[src/rtl/dither_pkg.sv]
// Shared types and constants for the Floyd-Steinberg frame sequencer and its address generator.
package dither_pkg;

   typedef enum logic [2:0] {
      S_IDLE  = 3'd0,
      S_LOAD  = 3'd1,
      S_QUANT = 3'd2,
      S_DIFF  = 3'd3,
      S_ADV   = 3'd4,
      S_DONE  = 3'd5
   } seq_state_t;

   typedef enum logic [1:0] {
      NB_R  = 2'd0,
      NB_DL = 2'd1,
      NB_D  = 2'd2,
      NB_DR = 2'd3
   } nb_sel_t;

   localparam int unsigned FS_W_R   = 7;
   localparam int unsigned FS_W_DL  = 3;
   localparam int unsigned FS_W_D   = 5;
   localparam int unsigned FS_W_DR  = 1;
   localparam int unsigned FS_SHIFT = 4;

   function automatic int unsigned fs_weight(input nb_sel_t sel);
      int unsigned w;
      w = FS_W_DR;
      case (sel)
         NB_R:    w = FS_W_R;
         NB_DL:   w = FS_W_DL;
         NB_D:    w = FS_W_D;
         default: w = FS_W_DR;
      endcase
      return w;
   endfunction

   // Lowest set bit of a non-empty legality mask, i.e. the next neighbour in visiting order.
   function automatic nb_sel_t lowest_set(input logic [3:0] mask);
      if (mask[0])      return NB_R;
      else if (mask[1]) return NB_DL;
      else if (mask[2]) return NB_D;
      else              return NB_DR;
   endfunction

   function automatic logic [3:0] remaining_after(input logic [3:0] mask, input nb_sel_t sel);
      return mask & ~((4'd2 << sel) - 4'd1);
   endfunction

endpackage

[src/rtl/dither_addr_gen.sv]
// Raster x/y counters with an incrementally maintained pixel address, neighbour address
// and per-pixel neighbour legality mask.
module dither_addr_gen
   import dither_pkg::*;
#(
   parameter int IMG_W  = 320,
   parameter int IMG_H  = 240,
   parameter int ADDR_W = 17,
   localparam int X_W   = $clog2(IMG_W),
   localparam int Y_W   = $clog2(IMG_H)
) (
   input  logic              clk,
   input  logic              rst_n,
   input  logic              clr,
   input  logic              adv,
   input  nb_sel_t           nb_sel,
   output logic [X_W-1:0]    cur_x,
   output logic [Y_W-1:0]    cur_y,
   output logic [ADDR_W-1:0] pix_addr,
   output logic [ADDR_W-1:0] nb_addr,
   output logic [3:0]        legal,
   output logic              last
);

   localparam logic [X_W-1:0] X_MAX = X_W'(IMG_W - 1);
   localparam logic [Y_W-1:0] Y_MAX = Y_W'(IMG_H - 1);

   logic [X_W-1:0]    x_q;
   logic [Y_W-1:0]    y_q;
   logic [ADDR_W-1:0] addr_q;
   logic [ADDR_W-1:0] nb_off;
   logic              x_last;
   logic              y_last;

   assign x_last = (x_q == X_MAX);
   assign y_last = (y_q == Y_MAX);
   assign last   = x_last && y_last;

   // NOTE: state registers use non-blocking assignments so every flop samples pre-edge values.
   always_ff @(posedge clk) begin
      if (!rst_n) begin
         x_q    <= '0;
         y_q    <= '0;
         addr_q <= '0;
      end else if (clr) begin
         x_q    <= '0;
         y_q    <= '0;
         addr_q <= '0;
      end else if (adv) begin
         addr_q <= addr_q + ADDR_W'(1);
         if (x_last) begin
            x_q <= '0;
            y_q <= y_q + Y_W'(1);
         end else begin
            x_q <= x_q + X_W'(1);
         end
      end
   end

   // Raster order means every neighbour is a fixed forward offset from the current pixel.
   always_comb begin
      nb_off = ADDR_W'(1);
      case (nb_sel)
         NB_R:    nb_off = ADDR_W'(1);
         NB_DL:   nb_off = ADDR_W'(IMG_W - 1);
         NB_D:    nb_off = ADDR_W'(IMG_W);
         default: nb_off = ADDR_W'(IMG_W + 1);
      endcase
   end

   assign nb_addr = addr_q + nb_off;

   assign legal[NB_R]  = !x_last;
   assign legal[NB_DL] = (x_q != '0) && !y_last;
   assign legal[NB_D]  = !y_last;
   assign legal[NB_DR] = !x_last && !y_last;

   assign cur_x    = x_q;
   assign cur_y    = y_q;
   assign pix_addr = addr_q;

endmodule

[src/rtl/dither_frame_sequencer.sv]
// Frame-level scheduler: walks the image in raster order, sequencing load, quantise and
// error diffusion to each legal neighbour, with every memory access stallable by its ack.
module dither_frame_sequencer
   import dither_pkg::*;
#(
   parameter int IMG_W  = 320,
   parameter int IMG_H  = 240,
   parameter int ADDR_W = 17,
   localparam int X_W   = $clog2(IMG_W),
   localparam int Y_W   = $clog2(IMG_H)
) (
   input  logic              clk,
   input  logic              rst_n,
   input  logic              start,
   input  logic              abort,
   output logic              busy,
   output logic              done,
   output logic [X_W-1:0]    cur_x,
   output logic [Y_W-1:0]    cur_y,
   output logic [ADDR_W-1:0] pix_addr,
   output logic              rd_req,
   input  logic              rd_ack,
   output logic              quant_en,
   output logic              nb_req,
   output logic [1:0]        nb_sel,
   output logic [ADDR_W-1:0] nb_addr,
   input  logic              nb_ack
);

   localparam logic [2:0] ST_IDLE  = 3'(S_IDLE);
   localparam logic [2:0] ST_LOAD  = 3'(S_LOAD);
   localparam logic [2:0] ST_QUANT = 3'(S_QUANT);
   localparam logic [2:0] ST_DIFF  = 3'(S_DIFF);
   localparam logic [2:0] ST_ADV   = 3'(S_ADV);
   localparam logic [2:0] ST_DONE  = 3'(S_DONE);

   logic [2:0]        state_q, state_d;
   nb_sel_t           nb_sel_q, nb_sel_d;
   logic              clr, adv, last;
   logic [3:0]        legal, rest;
   logic [ADDR_W-1:0] nb_addr_raw;

   dither_addr_gen #(
      .IMG_W  (IMG_W),
      .IMG_H  (IMG_H),
      .ADDR_W (ADDR_W)
   ) u_addr_gen (
      .clk      (clk),
      .rst_n    (rst_n),
      .clr      (clr),
      .adv      (adv),
      .nb_sel   (nb_sel_q),
      .cur_x    (cur_x),
      .cur_y    (cur_y),
      .pix_addr (pix_addr),
      .nb_addr  (nb_addr_raw),
      .legal    (legal),
      .last     (last)
   );

   assign rest = remaining_after(legal, nb_sel_q);

   // NOTE: every signal driven here gets a default first, so no path can infer a latch.
   always_comb begin
      state_d  = state_q;
      nb_sel_d = nb_sel_q;
      clr      = 1'b0;
      adv      = 1'b0;
      case (state_q)
         ST_IDLE: begin
            if (start) begin
               clr     = 1'b1;
               state_d = ST_LOAD;
            end
         end
         ST_LOAD: begin
            if (rd_ack) state_d = ST_QUANT;
         end
         ST_QUANT: begin
            if (|legal) begin
               state_d  = ST_DIFF;
               nb_sel_d = lowest_set(legal);
            end else begin
               state_d  = ST_ADV;
            end
         end
         ST_DIFF: begin
            if (nb_ack) begin
               if (|rest) begin
                  nb_sel_d = lowest_set(rest);
               end else begin
                  state_d  = ST_ADV;
               end
            end
         end
         ST_ADV: begin
            if (last) begin
               state_d = ST_DONE;
            end else begin
               adv     = 1'b1;
               state_d = ST_LOAD;
            end
         end
         ST_DONE: state_d = ST_IDLE;
         default: state_d = ST_IDLE;
      endcase
      // Abort freezes the position: the pending advance is dropped along with the frame.
      if (abort && (state_q != ST_IDLE)) begin
         state_d = ST_IDLE;
         adv     = 1'b0;
      end
   end

   always_ff @(posedge clk) begin
      if (!rst_n) begin
         state_q  <= ST_IDLE;
         nb_sel_q <= NB_R;
      end else begin
         state_q  <= state_d;
         nb_sel_q <= nb_sel_d;
      end
   end

   assign busy     = (state_q != ST_IDLE);
   assign done     = (state_q == ST_DONE);
   assign rd_req   = (state_q == ST_LOAD);
   assign quant_en = (state_q == ST_QUANT);
   assign nb_req   = (state_q == ST_DIFF);
   assign nb_sel   = nb_req ? nb_sel_q : NB_R;
   assign nb_addr  = nb_req ? nb_addr_raw : '0;

endmodule

[config.mk]
export PLATFORM = sky130hd
export DESIGN_NAME = dither_frame_sequencer
export DESIGN_NICKNAME = d
export VERILOG_FILES = /design/src/rtl/dither_pkg.sv /design/src/rtl/dither_addr_gen.sv /design/src/rtl/dither_frame_sequencer.sv
export SDC_FILE = /design/constraint.sdc
export NUM_CORES = 1
export LEC_CHECK = 0
export BUFFER_PORTS_ARGS = -buffer_cell sky130_fd_sc_hd__buf_2
export CORE_UTILIZATION = 40
export CTS_CLUSTER_DIAMETER = 40
export DETAILED_ROUTE_END_ITERATION = 8
export GPL_TIMING_DRIVEN = 0
export PLACE_DENSITY_LB_ADDON = 0.3
export RECOVER_POWER = 100
export SLEW_MARGIN = 20
export SYNTH_ARGS = -nofsm -noshare
export SYNTH_HDL_FRONTEND = slang
export SYNTH_SLANG_ARGS = --single-unit
[constraint.sdc]
create_clock -name clk -period 4.3 [get_ports clk]
set_clock_uncertainty 0.2 [all_clocks]
set_input_delay 0.86 -clock clk [delete_from_list [all_inputs] [get_ports clk]]
set_output_delay 0.86 -clock clk [all_outputs]
set_load 0.01 [all_outputs]
# --- Word-level counts from Yosys, hierarchy flattened ---
# Index checks and enable logic that the tools add are counted.
# Widths: inputs -> output; s select.
classes:
  addsub: 5
  n_reduce_logical: 18
  n_shift: 1
  n_eq_ne: 15
  bitwise: 3
  mux: 26
op_table:
  columns: ["op", "n"]
  rows:
  - ["$pmux 9 s3", 1]
  - ["$mux 3", 6]
  - ["$add 17x1->17 const B", 1]
  - ["$add 17x9->17", 1]
  - ["$mux 17", 1]
  - ["$mux 2", 8]
  - ["$pmux 3 s5", 1]
  - ["$add 9x1->9 const B", 1]
  - ["$eq 9x9->1 const B", 1]
  - ["$mux 9", 1]
  - ["$reduce_bool 9->1", 1]
  - ["$add 8x1->8 const B", 1]
  - ["$eq 8x8->1 const B", 1]
  - ["$ne 2x1->1 const B", 4]
  - ["$reduce_and 4->1", 2]
  - ["$reduce_or 4->1", 2]
  - ["$mux 1", 7]
  - ["$eq 3x2->1 const B", 2]
  - ["$eq 3x3->1 const B", 2]
  - ["$and 4x4->4", 1]
  - ["$logic_and 1x1->1", 4]
  - ["$ne 2x2->1 const B", 2]
  - ["$not 4->4", 1]
  - ["$pmux 2 s2", 1]
  - ["13 further kinds", 15]
word_totals:
  input_bits: 6
  wordCells: 73
  reg_bits: 39

# --- Depth between registers and ports, before layout ---
# Gate-level depths: netlist of run 1.
depth:
  ltp_word: 10
  depth_mapped: 9

# --- Modules after synthesis ---
# From an unflattened synthesis of run 1, not the netlist that was laid out.
unflattened:
  hier_cells: 365
  hier_area_um2: 2881.5
by_module_without_submodules:
  columns: ["mod", "cells_each", "n_inst", "area_each_um2"]
  rows:
  - ["dither_addr_gen", 286, 1, 2302.2]
  - ["dither_frame_sequencer", 79, 1, 579.3]

# --- Worst setup path before layout of run 1 ---
# OpenSTA, ideal clock, no wires.
synth_path:
  path_kind: "flip-flop to output port"
  from: "register nb_sel_q[1]"
  to: "output nb_addr[13]"
  n_path_buf: 1
  arrival_time_ns: 2.061
  setup_slack_ns: 1.179
  t_required_ns: 3.240
  stages_incl_launch_ff: 8
  path_cell_list: "dfxtp_1 -> buf_2 -> or2_2 -> ha_1 -> nand3_1 -> a211o_1 -> a211oi_1 -> mux2i_1"
synth_between:
  elab_chain_len: 4
synth_rtl:
  columns: ["item", "line", "source"]
  rows:
  - ["start: declaration", "dither_frame_sequencer.sv:38", "nb_sel_t nb_sel_q, nb_sel_d;"]
  - ["start signal: assignment", "dither_frame_sequencer.sv:120", "nb_sel_q <= nb_sel_d;"]
  - ["$eq 2x2->1 (tied with other cells)", "dither_addr_gen.sv:63", "case (nb_sel)"]
  - ["$pmux 9 s3 (*)", "dither_addr_gen.sv:63", null]
  - ["$add 17x9->17 (*)", "dither_addr_gen.sv:71", "assign nb_addr = addr_q + nb_off;"]
  - ["$mux 17 (*)", "dither_frame_sequencer.sv:130", "assign nb_addr = nb_req ? nb_addr_raw : '0;"]
  - ["end: declaration", "dither_frame_sequencer.sv:26", "output logic [ADDR_W-1:0] nb_addr,"]
# Mark *: on every way between the ends. The rest lies on a longest branch, timed or not.

# --- Worst setup path in the final report of run 1 ---
layout_path:
  from: "register nb_sel_q[1]"
  to: "output nb_addr[16]"
# The elaborated chain is that of the path after synthesis.

==> results summary, run 1 <==
The core footprint came out at roughly 6800 µm². Counting both buffers and inverters, the worst setup path holds a total of 2. The cell count after placement is ~520. Dividing total power by cell area gives a power density of approximately 220 nW/µm².

The data required time of the critical path came out at between 3 and 4 ns. The worst setup path is captured at an output port. The share of final-layout standard cells stronger than drive strength 1 is 6.78%. The most area-hungry cell type in the Yosys netlist is dfxtp_1. Derived from the worst setup path, the maximum achievable clock frequency is around 0.25 GHz. The total via count in the routed design came out at about 2900. The multi-input combinational cells in the finished layout cover a total of between 1500 and 2000 µm². The clock latency reported for the late side of the worst-skew pair is approximately 0.30 ns. By area the synthesized netlist is led by dfxtp_1, xnor2_1, nor2_1, mux2i_1, ha_1. The detailed-route wire length per cell is about 14 µm. The worst setup path is of the reg -> out kind. Among cell families on the critical path, the largest total delay comes from compound AO/OA/AOI/OAI gates. Once the clock tree was built, the setup fixing pass inserted 0 buffers. The number of inserted filler cells in the final layout is between 700 and 800.

Synthesis produced a netlist with a net count of between 300 and 400. The area of the die came out at 7400 µm². Setup repair after global routing left no endpoint under its margin. The slew at the pin closest to its max-slew limit is around 1.3 ns.

During placement, the flow inserted port buffers numbering 63. The number of max-cap violations is 0. The number of remaining DRC errors came out at 0. The overall die width came out at 86.0 µm.

64 I/O pins were placed. The total power of the final layout is slightly above 0.7 mW. The number of hold buffers added after CTS was 0. The number of cell instances on the worst register-to-register path came out at 5. The worst path in the final design needs a cycle of roughly 4.0 ns, including I/O delays and setup. The run finished with clean final reports.

The kind of start point of the critical path is a flip-flop. The number of buffers added by the clock tree synthesis step is 5. Tracing the worst setup path back leads to its startpoint at nb_sel_q[1]$_SDFFE_PN0P_. No sink is reached through more buffers than the 2 on the longest clock path. The sink count of the clock tree is 39. In this run the tightest slew margin relative to its limit is a little over an eighth. The TritonCTS clock tree is done. The via count of the first global-routing pass is about 2700. The number of enable flip-flop cells after synthesis is 0.

The congestion estimate from routability-driven global placement came to between 0.8 and 0.9. The pin count of the biggest net entering global routing is 13. Counting every instance in the synthesized netlist gives ~360. The final non-filler cell total is approximately 520. The per-instance average area after synthesis came out at slightly below 8 µm².

During synthesis, Yosys emitted a total of 0 warnings. The number of cells on the worst hold path came out at 2. The hold path startpoint is u_addr_gen.cur_y[1]$_SDFFE_PP0P_.

Using the TritonRoute via totals, the vias-per-cell ratio works out to between 5 and 6. The row count came out at 30. In this run the remaining antenna-violating nets after routing total 0. The summed negative setup slack over all endpoints is 0 ns. The initial core utilization came out at 41.6%. The worst-case register-to-register setup slack came out at 0.98 ns.

The wire length of the first global-routing pass is 12300 µm. In this run, distinct cell masters in the synthesized netlist total 56. Of all nets on the critical path, the largest fanout is 10. Global routing used between 20% and 30% of the available tracks across all layers. The area of the mapped netlist came out at 2820 µm².

The post-cts repair resize count came out at 0. The number of pins with negative max-slew slack in the final report is 0. The floorplan step set the die height to ~86 µm. The reported leakage power came out at about 1.1 nW. The predominant post-synthesis flop cell is dfxtp_1. The area added between synthesis and finish came out at 15.0%.

The data arrival at the endpoint of the critical path is 2.95 ns. The worst-case IR drop observed on VDD is 0.000237 V. The HPWL after detailed placement is 5480 µm. The count of inserted antenna diode cells came out at 0. The total wire length after detailed routing is ~7400 µm. The tightest min-delay check is of the reg -> reg type.

The total overflow reported by the global router came out at 0. The highest cell delay on the worst timing path is between 0.3 and 0.4 ns. The clock input transition at the sequential cells of the worst setup and hold paths came out at about 0.07 ns. The minimum setup slack after placement came out at between 0.6 and 0.7 ns. The clock tree synthesis step divided the H-tree into 2 levels. Dividing the final minimum period by the clock period gives between 90% and 100%.

The iteration-0 DRC count of the detailed router came out at 164. Setup slack closes at between 0.2 and 0.3 ns. In this run the critical register-to-register path is captured at u_addr_gen.cur_x[6]$_SDFFE_PP0P_. The endpoint with the worst hold slack is u_addr_gen.cur_y[1]$_SDFFE_PP0P_. CTS placed an instance of clkbuf_8 at the clock tree root.

The setup-violating endpoint count in the final report came out at 0. The fraction of synthesized cell area taken by the top area cell type came out at 27.6%. The synthesized flop and latch total is 39. The net count reported at finish is 442. The share of synthesized area occupied by flip-flops and latches came out at around 28%. Registers take between 700 and 800 µm². The total iterations of the first detailed-routing run came out at 5.

The number of antenna violations at the first check in global routing was 0. The final number of hold-violating endpoints came out at 0. The reg-to-reg critical path startpoint is state_q[1]$_SDFFE_PP0P_. Traced cell by cell, the critical path runs through buf_2 -> nand2b_1 -> xnor2_1 -> ha_1 -> nor3_1 -> a21oi_1 -> o21bai_1 -> a211oi_1 -> mux2i_1 -> clkbuf_1. For this design, the slowest cell found on the critical path is a211oi_1. For this run, asynchronously set or reset flops after synthesis account for 0%.
-- layout make-up --
type | instances | share of cell area (%)
Buffer | 27 | 3.58
Clock buffer | 6 | 2.54
Timing Repair Buffer | 63 | 7.59
Sequential cell | 39 | 24.0
Inverter | 11 | 1.27
Clock inverter | 2 | 1.08
Multi-Input combinational cell | 280 | 56.2
Tap cell | 96 | 3.70
-- synthesized netlist by cell type (all sizes together) (2+ instances only) --
cell type	n
nand4	10
inv	11
buf	13
nor2b	2
or2	3
nor4bb	2
clkbuf	14
and2	7
o21a	6
a21oi	13
and3	5
o311ai	3
nand2	28
xor2	9
o21bai	2
dfxtp	39
o41ai	3
o21ai	12
nand3	11
nor3b	5
o211ai	5
xnor2	22
nor2	43
a31oi	7
nor4b	3
a211oi	15
nor3	7
ha	9
and4	2
mux2i	13
or4	2
a41o	2
nor4	3
nand2b	13
a2111o	2
-- cell usage in the layout (no fill, tap or decap), types with 3 or more instances in the layout --
master     n
ha_1       9
mux2i_1   13
buf_2     17
inv_1     11
nor2_1    43
and2_1     6
nand2b_1  13
xor2_1     9
dfxtp_1   39
nor3_1     7
and3_1     5
nor4_1     3
xnor2_1   22
a31oi_1    7
nand2_1   28
o21a_1     6
o41ai_1    3
nor4b_1    3
a211oi_1  15
o21ai_0   11
nor3b_1    5
o311ai_0   3
nand3_1   11
o211ai_1   5
clkbuf_8   6
nand4_1   10
clkbuf_1  72
a21oi_1   12
-- registers in the layout, indices dropped and copies added (netlist names) --
register / count
u_addr_gen.pix_addr: 17
u_addr_gen.cur_x: 9
u_addr_gen.cur_y: 8
state_q: 3
nb_sel_q: 2
-- metrics by stage --
stage	area, µm²	utilization [%]	hold WS (ns)
global placement	3260	48.0	0.309
detailed placement	3260	48.0	0.320
floorplan	2820	-	0.324
finish	3250	47.8	0.349
global route	3250	47.8	0.391
CTS	3380	49.7	0.338
-- tightest hold or removal path: stages, from the launching register on --
cell     delay [ns]
dfxtp_1        0.33
mux2i_1        0.13
nor2_1         0.05
-- worst max path at each step --
| stage | to | slack (ns) | cells after the start |
|---|---|---|---|
| floorplan | nb_addr[13] | 1.18 | 7 |
| global placement | nb_addr[16] | 0.76 | 10 |
| detailed placement | nb_addr[16] | 0.68 | 10 |
| CTS | nb_addr[16] | 0.33 | 10 |
| global route | nb_addr[16] | 0.11 | 10 |
| finish | nb_addr[16] | 0.29 | 10 |
-- cell families after synthesis --
group	after synthesis	synth area share, %
adders and majority gates	9	3.99
AOI/OAI and AO/OA	77	20.0
and+or+nand+nor	150	28.4
buffers and inverters	38	5.67
xor gates and xnor gates	31	9.61
DFF	39	27.6
muxes	13	4.61
-- routing by layer --
| metal | vias to the layer above | track usage (%) | routed length [µm] |
|---|---|---|---|
| met5 | - | 0 | 0 |
| met4 | 0 | 6.06 | 149 |
| met3 | 15 | 3.27 | 328 |
| met2 | 76 | 33.8 | 3380 |
| met1 | 1364 | 27.2 | 3540 |
| li1 | 1424 | - | - |
-- where the power goes --
group          switching [mW]  internal [mW]  leakage [nW]
sequential           0.000367          0.363         0.314
clock                   0.131          0.188        0.0612
combinational          0.0315         0.0132         0.696
total                   0.163          0.564          1.07
Power figures use the tool's default switching activity.
==> run 2: changes to the inputs <==
CTS_BUF_LIST = sky130_fd_sc_hd__clkbuf_16   (was not set)
==> run 2 against run 1 <==
  * Worst setup slack better by 0.020 ns
  * Global-route usage hardly changed
  * First-iteration DRC count is 6.7% lower
  * Sequential share of layout area is 0.34 points lower
  * Fmax is 0.50% higher
  * Hold slack worse by 0.0026 ns
  * Register-to-register slack hardly changed
  * Combinational power hardly changed
  * Power is 13% higher
  * Clock power is 29% higher
  * Critical endpoint unchanged
==> results summary, run 2 (synthesis results as in run 1) <==
The global router's overall resource usage was 20.4% (about the same). The highest achievable clock rate came out at 0.250 GHz (was 0.249 GHz). The number of pins with negative max-slew slack in the final report came out at 0 (unchanged). The global-route met3 utilization came out at 3.75% (was 3.27%).

The TritonCTS clock tree is done (unchanged). The boundary pin count is 64 (unchanged). The relative max-transition margin came to 11.7% (was 13.7%). The clock input transition at the sequential cells of the worst setup and hold paths is 0.06 ns (was 0.07 ns). The hold buffer count at cts came out at 0 (unchanged).

The post-cts repair resize count was 0 (unchanged). The number of buffers added by the clock tree synthesis step came out at 5 (unchanged). The core footprint is 6790 µm² (unchanged). The via density per instance came to 5.42 (was 5.49). The number of remaining DRC errors is 0 (unchanged).

CP Cell Sequence: buf_2 -> nand2b_1 -> xnor2_1 -> ha_1 -> nor3_1 -> a21oi_1 -> o21bai_1 -> a211oi_1 -> mux2i_1 -> clkbuf_1 (unchanged). The pin count of the biggest net entering global routing is 13 (unchanged). The maximum fanout encountered on the critical timing path came out at 10 (unchanged). The number of max-cap violations is 0 (unchanged). The most common library cell in the layout ignoring fill and taps is clkbuf_1 (unchanged). The kind of critical path is reg -> out (unchanged). The worst hold-check slack is 0.346 ns (was 0.349 ns). The highest-utilization routing layer at the global route stage was met2 (unchanged). The family with the most delay on the worst path is compound AO/OA/AOI/OAI gates (unchanged). The final weighted congestion in routability-driven placement was 0.814 (unchanged). The highest cell delay on the worst timing path came out at 0.37 ns (about the same).

Run status: finished, final reports clean (unchanged). The routing usage on met2 came out at 34.4% (was 33.8%). The share of final-layout standard cells stronger than drive strength 1 is 6.54% (was 6.78%).

The critical path's slowest cell is a211oi_1 (unchanged). The power per cell area came out at 249 nW/µm² (was 224 nW/µm²). The number of buffers between clock root and the deepest sink was 2 (unchanged). The summed negative setup slack over all endpoints came out at 0 ns (unchanged).

The overall die width is 86.0 µm (unchanged). The iteration-0 DRC count of the detailed router is 153 (was 164). The count of inserted antenna diode cells came to 0 (unchanged). The total internal power is 0.647 mW (was 0.564 mW). The number of setup buffers added after CTS is 0 (unchanged). The final critical-path share of the clock period came to 92.9% (was 93.3%). The global routing usage on met1 was 26.9% (was 27.2%).

The placed wire-length estimate is 5480 µm (unchanged). The share of power burned in registers came to 44.3% (was 50.0%). The flip-flop count of the largest register after layout came out at 17 (unchanged). The critical path buffer and inverter count is 2 (unchanged). The total via count in the routed design came out at 2842 (was 2879).

The via count of the first global-routing pass came out at 2676 (was 2661). The proportion of total power due to net switching came out at 21.1% (was 22.4%). The cell area reported after detailed placement came out at 3260 µm² (unchanged). The die outline height came out at 86.0 µm (unchanged). The detailed-route wire length per cell is 14.2 µm (was 14.1 µm). The clock latency reported for the late side of the worst-skew pair is 0.28 ns (was 0.30 ns). The peak supply drop is 0.000185 V (was 0.000237 V). The number of antenna violations at the first check in global routing is 0 (unchanged). The port buffer count is 63 (unchanged).

The sink count of the clock tree is 39 (unchanged). The slew at the pin closest to its max-slew limit came out at 1.31 ns (was 1.28 ns). The portion of total power attributed to combinational logic came out at 5.4% (was 6.1%). The clock network fraction of total power came out at 50.3% (was 43.9%).

The wire length of the first global-routing pass was 12300 µm (about the same). The initial core utilization came to 41.6% (unchanged). The net count reported at finish came out at 442 (unchanged).

The shortest clock period the worst path allows after layout came out at 3.99 ns (was 4.01 ns). The data arrival at the endpoint of the critical path came out at 2.93 ns (was 2.95 ns). The reported net switching power is 0.173 mW (was 0.163 mW). Unrepaired setup endpoints after global routing: no (unchanged). The final number of hold-violating endpoints was 0 (unchanged). The total wire length after detailed routing is 7420 µm (was 7400 µm). The data required time of the critical path was 3.24 ns (about the same). The cell chosen for the clock root is clkbuf_16 (was clkbuf_8). The total iterations of the first detailed-routing run came out at 4 (was 5). The path type of the worst min-delay path is reg -> reg (unchanged). Most used cells in the layout excluding fill and tap cells: clkbuf_1, nor2_1, dfxtp_1 (unchanged).

The summed area of non-filler cells in the final layout came out at 3290 µm² (was 3250 µm²). The area added between synthesis and finish is 16.7% (was 15.0%). The endpoint type of the worst setup path is an output port (unchanged). The area of the die came to 7400 µm² (unchanged). The deepest level of the CTS H-tree came out at 2 (unchanged).

The kind of start point of the critical path is a flip-flop (unchanged). The reported leakage power is 1.09 nW (was 1.07 nW). The row count came out at 30 (unchanged). The total overflow reported by the global router came out at 0 (unchanged). The post-route antenna net violation count came to 0 (unchanged).

The setup-violating endpoint count in the final report is 0 (unchanged).
-- run 2: cell count changes in the layout (fill, tap and decap cells not counted) --
cell / change
clkbuf_8: -6
clkinv_1: +1
clkbuf_16: +5
-- run 2: through the flow --
step	std cells	setup slack (ns)	power, mW	util [%]
4_1_cts	524	0.361	0.832	50.4
5_1_grt	524	0.139	0.847	48.5
3_3_place_gp	516	0.759	0.418	48.0
6_report	524	0.307	0.820	48.5
2_1_floorplan	357	1.18	0.402	-
3_5_place_dp	516	0.685	0.419	48.0
-- run 2: path summary, 6_finish.rpt --
kind / from / endpoint / slack, ns / cells past startpoint
worst min register to register: u_addr_gen.cur_y[1]$_SDFFE_PP0P_ / u_addr_gen.cur_y[1]$_SDFFE_PP0P_ / 0.35 / 2
worst max register to register: state_q[1]$_SDFFE_PP0P_ / u_addr_gen.cur_x[6]$_SDFFE_PP0P_ / 0.98 / 5
worst max-delay path: nb_sel_q[1]$_SDFFE_PN0P_ / nb_addr[16] / 0.31 / 10
worst min-delay path: u_addr_gen.cur_y[1]$_SDFFE_PP0P_ / u_addr_gen.cur_y[1]$_SDFFE_PP0P_ / 0.35 / 2
-- run 2: layout make-up --
| cell class | count | area, µm² |
|---|---|---|
| plain buffers | 27 | 116 |
| clock buffers | 5 | 125 |
| clock inverters | 3 | 38.8 |
| fillers | 694 | 3500 |
| inverters | 11 | 41.3 |
| multi-input cells | 280 | 1830 |
| flip-flops and latches | 39 | 781 |
| well taps | 96 | 120 |
| repair buffers | 63 | 246 |
-- run 2: worst reg2reg max path: stages (launching register included) --
cell and delay [ns]:
dfxtp_1 0.29, clkbuf_1 0.18, nor4b_1 1.11, o21ai_0 0.45
o21ai_0 0.82, nor2_1 0.11
-- run 2: routing by layer --
metal	vias up	wire (µm)
li1	1418	-
met1	1343	3550
met2	75	3470
met3	6	340
met4	0	59
met5	-	0
-- run 2: power by group through the flow --
stage | clock network [mW] | registers, mW | logic (mW)
after floorplan | 0 | 0.371 | 0.0309
after global placement | 0 | 0.371 | 0.0462
after detailed placement | 0 | 0.371 | 0.0471
after CTS | 0.421 | 0.363 | 0.0473
after global routing | 0.433 | 0.363 | 0.0502
final | 0.412 | 0.363 | 0.0444
==> run 3: changes to the inputs <==
ABC_AREA = 1   (was not set)
==> run 3 against run 2 <==
  * Synthesized cell count is 42% higher
  * Critical endpoint is now nb_addr[11]
  * Largest cell class unchanged
  * Count of clock-buffer cells in the layout unchanged
  * Worst setup slack improved by 0.39 ns
  * Design area increased by 5.9%
  * Highest routed layer unchanged
  * Hold slack got worse by 0.065 ns
  * Combinational power grew 120%
  * Global-route usage up 2.1 points
  * Sequential power increased by 2%
  * Synthesized area rose by 7.2%
  * Register-to-register slack gained 0.22 ns
  * First-iteration DRC count grew 32%
  * Critical path type unchanged
==> results summary, run 3 <==
The critical path's slowest cell is o21ai_0 (was a211oi_1). The area of the die is 7920 µm² (was 7400 µm²). The pin count of the biggest net entering global routing is 14 (was 13). The total wire length after detailed routing is 8420 µm (was 7420 µm). The number of buffers added by the clock tree synthesis step was 5 (unchanged). The global router's overall resource usage is 22.5% (was 20.4%).

The number of max-cap violations is 0 (unchanged). The post-synthesis net count came out at 523 (was 372). The shortest clock period the worst path allows after layout is 3.60 ns (was 3.99 ns). Run status: finished, final reports clean (unchanged). Biggest area contributors in the synthesized netlist: dfxtp_1, nand2_1, inv_1, a21oi_1, nor2_1 (was dfxtp_1, xnor2_1, nor2_1, mux2i_1, ha_1). The final critical-path share of the clock period was 83.7% (was 92.9%). The total overflow reported by the global router is 0 (unchanged). Unrepaired setup endpoints after global routing: no (unchanged). The port buffer count came out at 63 (unchanged). The number of buffers between clock root and the deepest sink came out at 2 (unchanged). The area of the mapped netlist is 3030 µm² (was 2820 µm²).

The summed area of non-filler cells in the final layout is 3490 µm² (was 3290 µm²). The share of synthesized area occupied by flip-flops and latches came to 25.8% (was 27.6%). The via count of the first global-routing pass was 3115 (was 2676). The wire length of the first global-routing pass is 14100 µm (was 12300 µm). The total via count in the routed design came to 3423 (was 2842).

The area added between synthesis and finish is 15.2% (was 16.7%). The endpoint type of the worst setup path is an output port (unchanged). The via density per instance is 5.05 (was 5.42).

The number of inserted filler cells in the final layout is 831 (was 694). The number of antenna violations at the first check in global routing is 0 (unchanged). The core occupancy in the finished layout came out at 47.9% (was 48.5%).

The clock latency reported for the late side of the worst-skew pair is 0.29 ns (was 0.28 ns). The cell area reported after detailed placement came to 3470 µm² (was 3260 µm²). The die outline height came out at 89.0 µm (was 86.0 µm). The number of remaining DRC errors came out at 0 (unchanged). The worst setup path startpoint was nb_sel_q[1]$_SDFFE_PN0P_ (unchanged). The overall die width is 89.0 µm (was 86.0 µm). Most used cells in the layout excluding fill and tap cells: nand2_1, inv_1, nor2_1 (was clkbuf_1, nor2_1, dfxtp_1). The relative max-transition margin came out at 61.2% (was 11.7%). The post-route antenna net violation count is 0 (unchanged).

The deepest level of the CTS H-tree is 2 (unchanged). The kind of critical path is reg -> out (unchanged). The path type of the worst min-delay path is reg -> reg (unchanged). The hold buffer count at cts came out at 0 (unchanged).

The row count is 31 (was 30). The reported leakage power is 1.49 nW (was 1.09 nW). The core footprint came to 7290 µm² (was 6790 µm²). The number of synthesis warnings is 0 (unchanged). CP Cell Sequence: inv_1 -> nand2_1 -> nand2_1 -> nand2_1 -> o21ai_0 -> nand3_1 -> nand2_1 -> o21ai_0 -> nor2_1 -> clkbuf_1 (was buf_2 -> nand2b_1 -> xnor2_1 -> ha_1 -> nor3_1 -> a21oi_1 -> o21bai_1 -> a211oi_1 -> mux2i_1 -> clkbuf_1). The summed negative setup slack over all endpoints came out at 0 ns (unchanged).

The footprint of the multi-input gates is 1840 µm² (was 1830 µm²). The count of inserted antenna diode cells is 0 (unchanged). The setup-violating endpoint count in the final report is 0 (unchanged). The worst hold-check slack was 0.281 ns (was 0.346 ns). The cell chosen for the clock root is clkbuf_16 (unchanged). The iteration-0 DRC count of the detailed router is 202 (was 153). The power per cell area is 256 nW/µm² (was 249 nW/µm²).

The most common cell in the netlist is nand2_1 (was nor2_1). The reg-to-reg critical path startpoint is u_addr_gen.cur_x[1]$_SDFFE_PP0P_ (was state_q[1]$_SDFFE_PP0P_). Synth cell count leaders: nand2_1, inv_1, nor2_1 (was nor2_1, dfxtp_1, nand2_1). The highest cell delay on the worst timing path came out at 0.51 ns (was 0.37 ns). The critical path buffer and inverter count came out at 2 (unchanged).

The flip-flop and latch area is 781 µm² (unchanged). The predominant post-synthesis flop cell is dfxtp_1 (unchanged). The number of enable flip-flop cells after synthesis is 0 (unchanged). The initial core utilization is 41.5% (was 41.6%). The net count reported at finish came to 593 (was 442). The gate count after technology mapping is 508 (was 357). The post-cts repair resize count is 0 (unchanged). The sink count of the clock tree came out at 39 (unchanged). The hold path startpoint is u_addr_gen.cur_x[7]$_SDFFE_PP0P_ (was u_addr_gen.cur_y[1]$_SDFFE_PP0P_). The synthesized flop and latch total came out at 39 (unchanged). The placed wire-length estimate came out at 6650 µm (was 5480 µm).

The per-instance average area after synthesis was 5.96 µm² (was 7.91 µm²). The most common library cell in the layout ignoring fill and taps is nand2_1 (was clkbuf_1). The kind of start point of the critical path is a flip-flop (unchanged).

The number of distinct library cell variants in the gate-level netlist after synthesis came out at 36 (was 56). The data arrival at the endpoint of the critical path is 2.54 ns (was 2.93 ns). The data required time of the critical path is 3.24 ns (about the same). The final number of hold-violating endpoints came out at 0 (unchanged).

The proportion of synthesized flip-flops having asynchronous set or reset came to 0% (unchanged). The most area-hungry cell type in the Yosys netlist was dfxtp_1 (unchanged). The final weighted congestion in routability-driven placement is 0.925 (was 0.814). The clock input transition at the sequential cells of the worst setup and hold paths was 0.07 ns (was 0.06 ns). The TritonCTS clock tree was done (unchanged). The peak supply drop is 0.000174 V (was 0.000185 V). The fraction of synthesized cell area taken by the top area cell type is 25.8% (was 27.6%).

The flip-flop count of the largest register after layout came out at 17 (unchanged). The number of setup buffers added after CTS is 0 (unchanged). The total iterations of the first detailed-routing run is 5 (was 4).

The boundary pin count was 64 (unchanged). The share of final-layout standard cells stronger than drive strength 1 is 6.22% (was 6.54%). The highest achievable clock rate is 0.278 GHz (was 0.250 GHz).

The slew at the pin closest to its max-slew limit is 0.576 ns (was 1.31 ns). The number of pins with negative max-slew slack in the final report is 0 (unchanged). The maximum fanout encountered on the critical timing path is 9 (was 10). The detailed-route wire length per cell came to 12.4 µm (was 14.2 µm). The most numerous cell on the critical path is nand2_1.

The family with the most delay on the worst path is simple AND/OR/NAND/NOR gates (was compound AO/OA/AOI/OAI gates).
run 3: changes by cell type after synthesis, moves of 6 or more:
cell	before	now
a211oi_1	14	0
xnor2_1	22	2
o21ai_0	7	25
and2_1	7	0
a21oi_1	12	44
nand3_1	11	40
inv_1	11	63
nand2b_1	13	0
clkbuf_1	14	2
nand2_1	28	145
a31oi_1	6	0
mux2i_1	13	0
nor3_1	7	15
nor2_1	43	56
run 3: path summary, 6_finish.rpt:
kind                                       to  slack, ns  cells after the start
max                               nb_addr[11]       0.70                     10
min          u_addr_gen.cur_x[7]$_SDFFE_PP0P_       0.28                      2
max reg2reg  u_addr_gen.cur_x[6]$_SDFFE_PP0P_       1.20                     12
min reg2reg  u_addr_gen.cur_x[7]$_SDFFE_PP0P_       0.28                      2
run 3: kinds of logic after synthesis:
kind of cell / after synthesis / synth area share (%)
XOR/XNOR: 12 / 3.47
adder cells (fa/ha/maj): 9 / 3.72
AND/OR/NAND/NOR: 285 / 41.7
buffers and inverters: 83 / 11.5
AO/OA/AOI/OAI: 80 / 13.9
flip-flops: 39 / 25.8
run 3: worst min-delay path: cells and delay by family, from the launching register on:
kind / cells / cell delay [ns]
AO/OA/AOI/OAI: 1 / 0.06
flip-flops: 1 / 0.31
AND/OR/NAND/NOR: 1 / 0.06
run 3: final cells by class:
class / instances / area share [%]
tap: 99 / 3.55
clock buffer: 5 / 3.59
timing repair buffer: 63 / 7.24
sequential: 39 / 22.4
multi-input combinational: 386 / 52.6
clock inverter: 3 / 1.22
buffer: 14 / 1.97
inverter: 69 / 7.46
run 3: per-layer routing:
metal / GRT usage, % / wire length [µm] / vias to the layer above
met2: 40.5 / 3970 / 89
met3: 3.42 / 371 / 9
li1: - / - / 1764
met5: 0 / 0 / -
met4: 5.34 / 89 / 0
met1: 28.3 / 3980 / 1561
run 3: report_power, final:
part | internal, mW | switching [mW]
Sequential | 0.366 | 0.00476
Combinational | 0.0291 | 0.0692
Clock | 0.274 | 0.150
run 3: per-stage QoR:
step | total power [mW] | worst slack [ns] | instances
floorplan | 0.449 | 1.59 | 508
global placement | 0.478 | 1.32 | 670
detailed placement | 0.480 | 1.30 | 670
CTS | 0.900 | 0.970 | 678
global route | 0.933 | 0.400 | 678
finish | 0.893 | 0.700 | 678
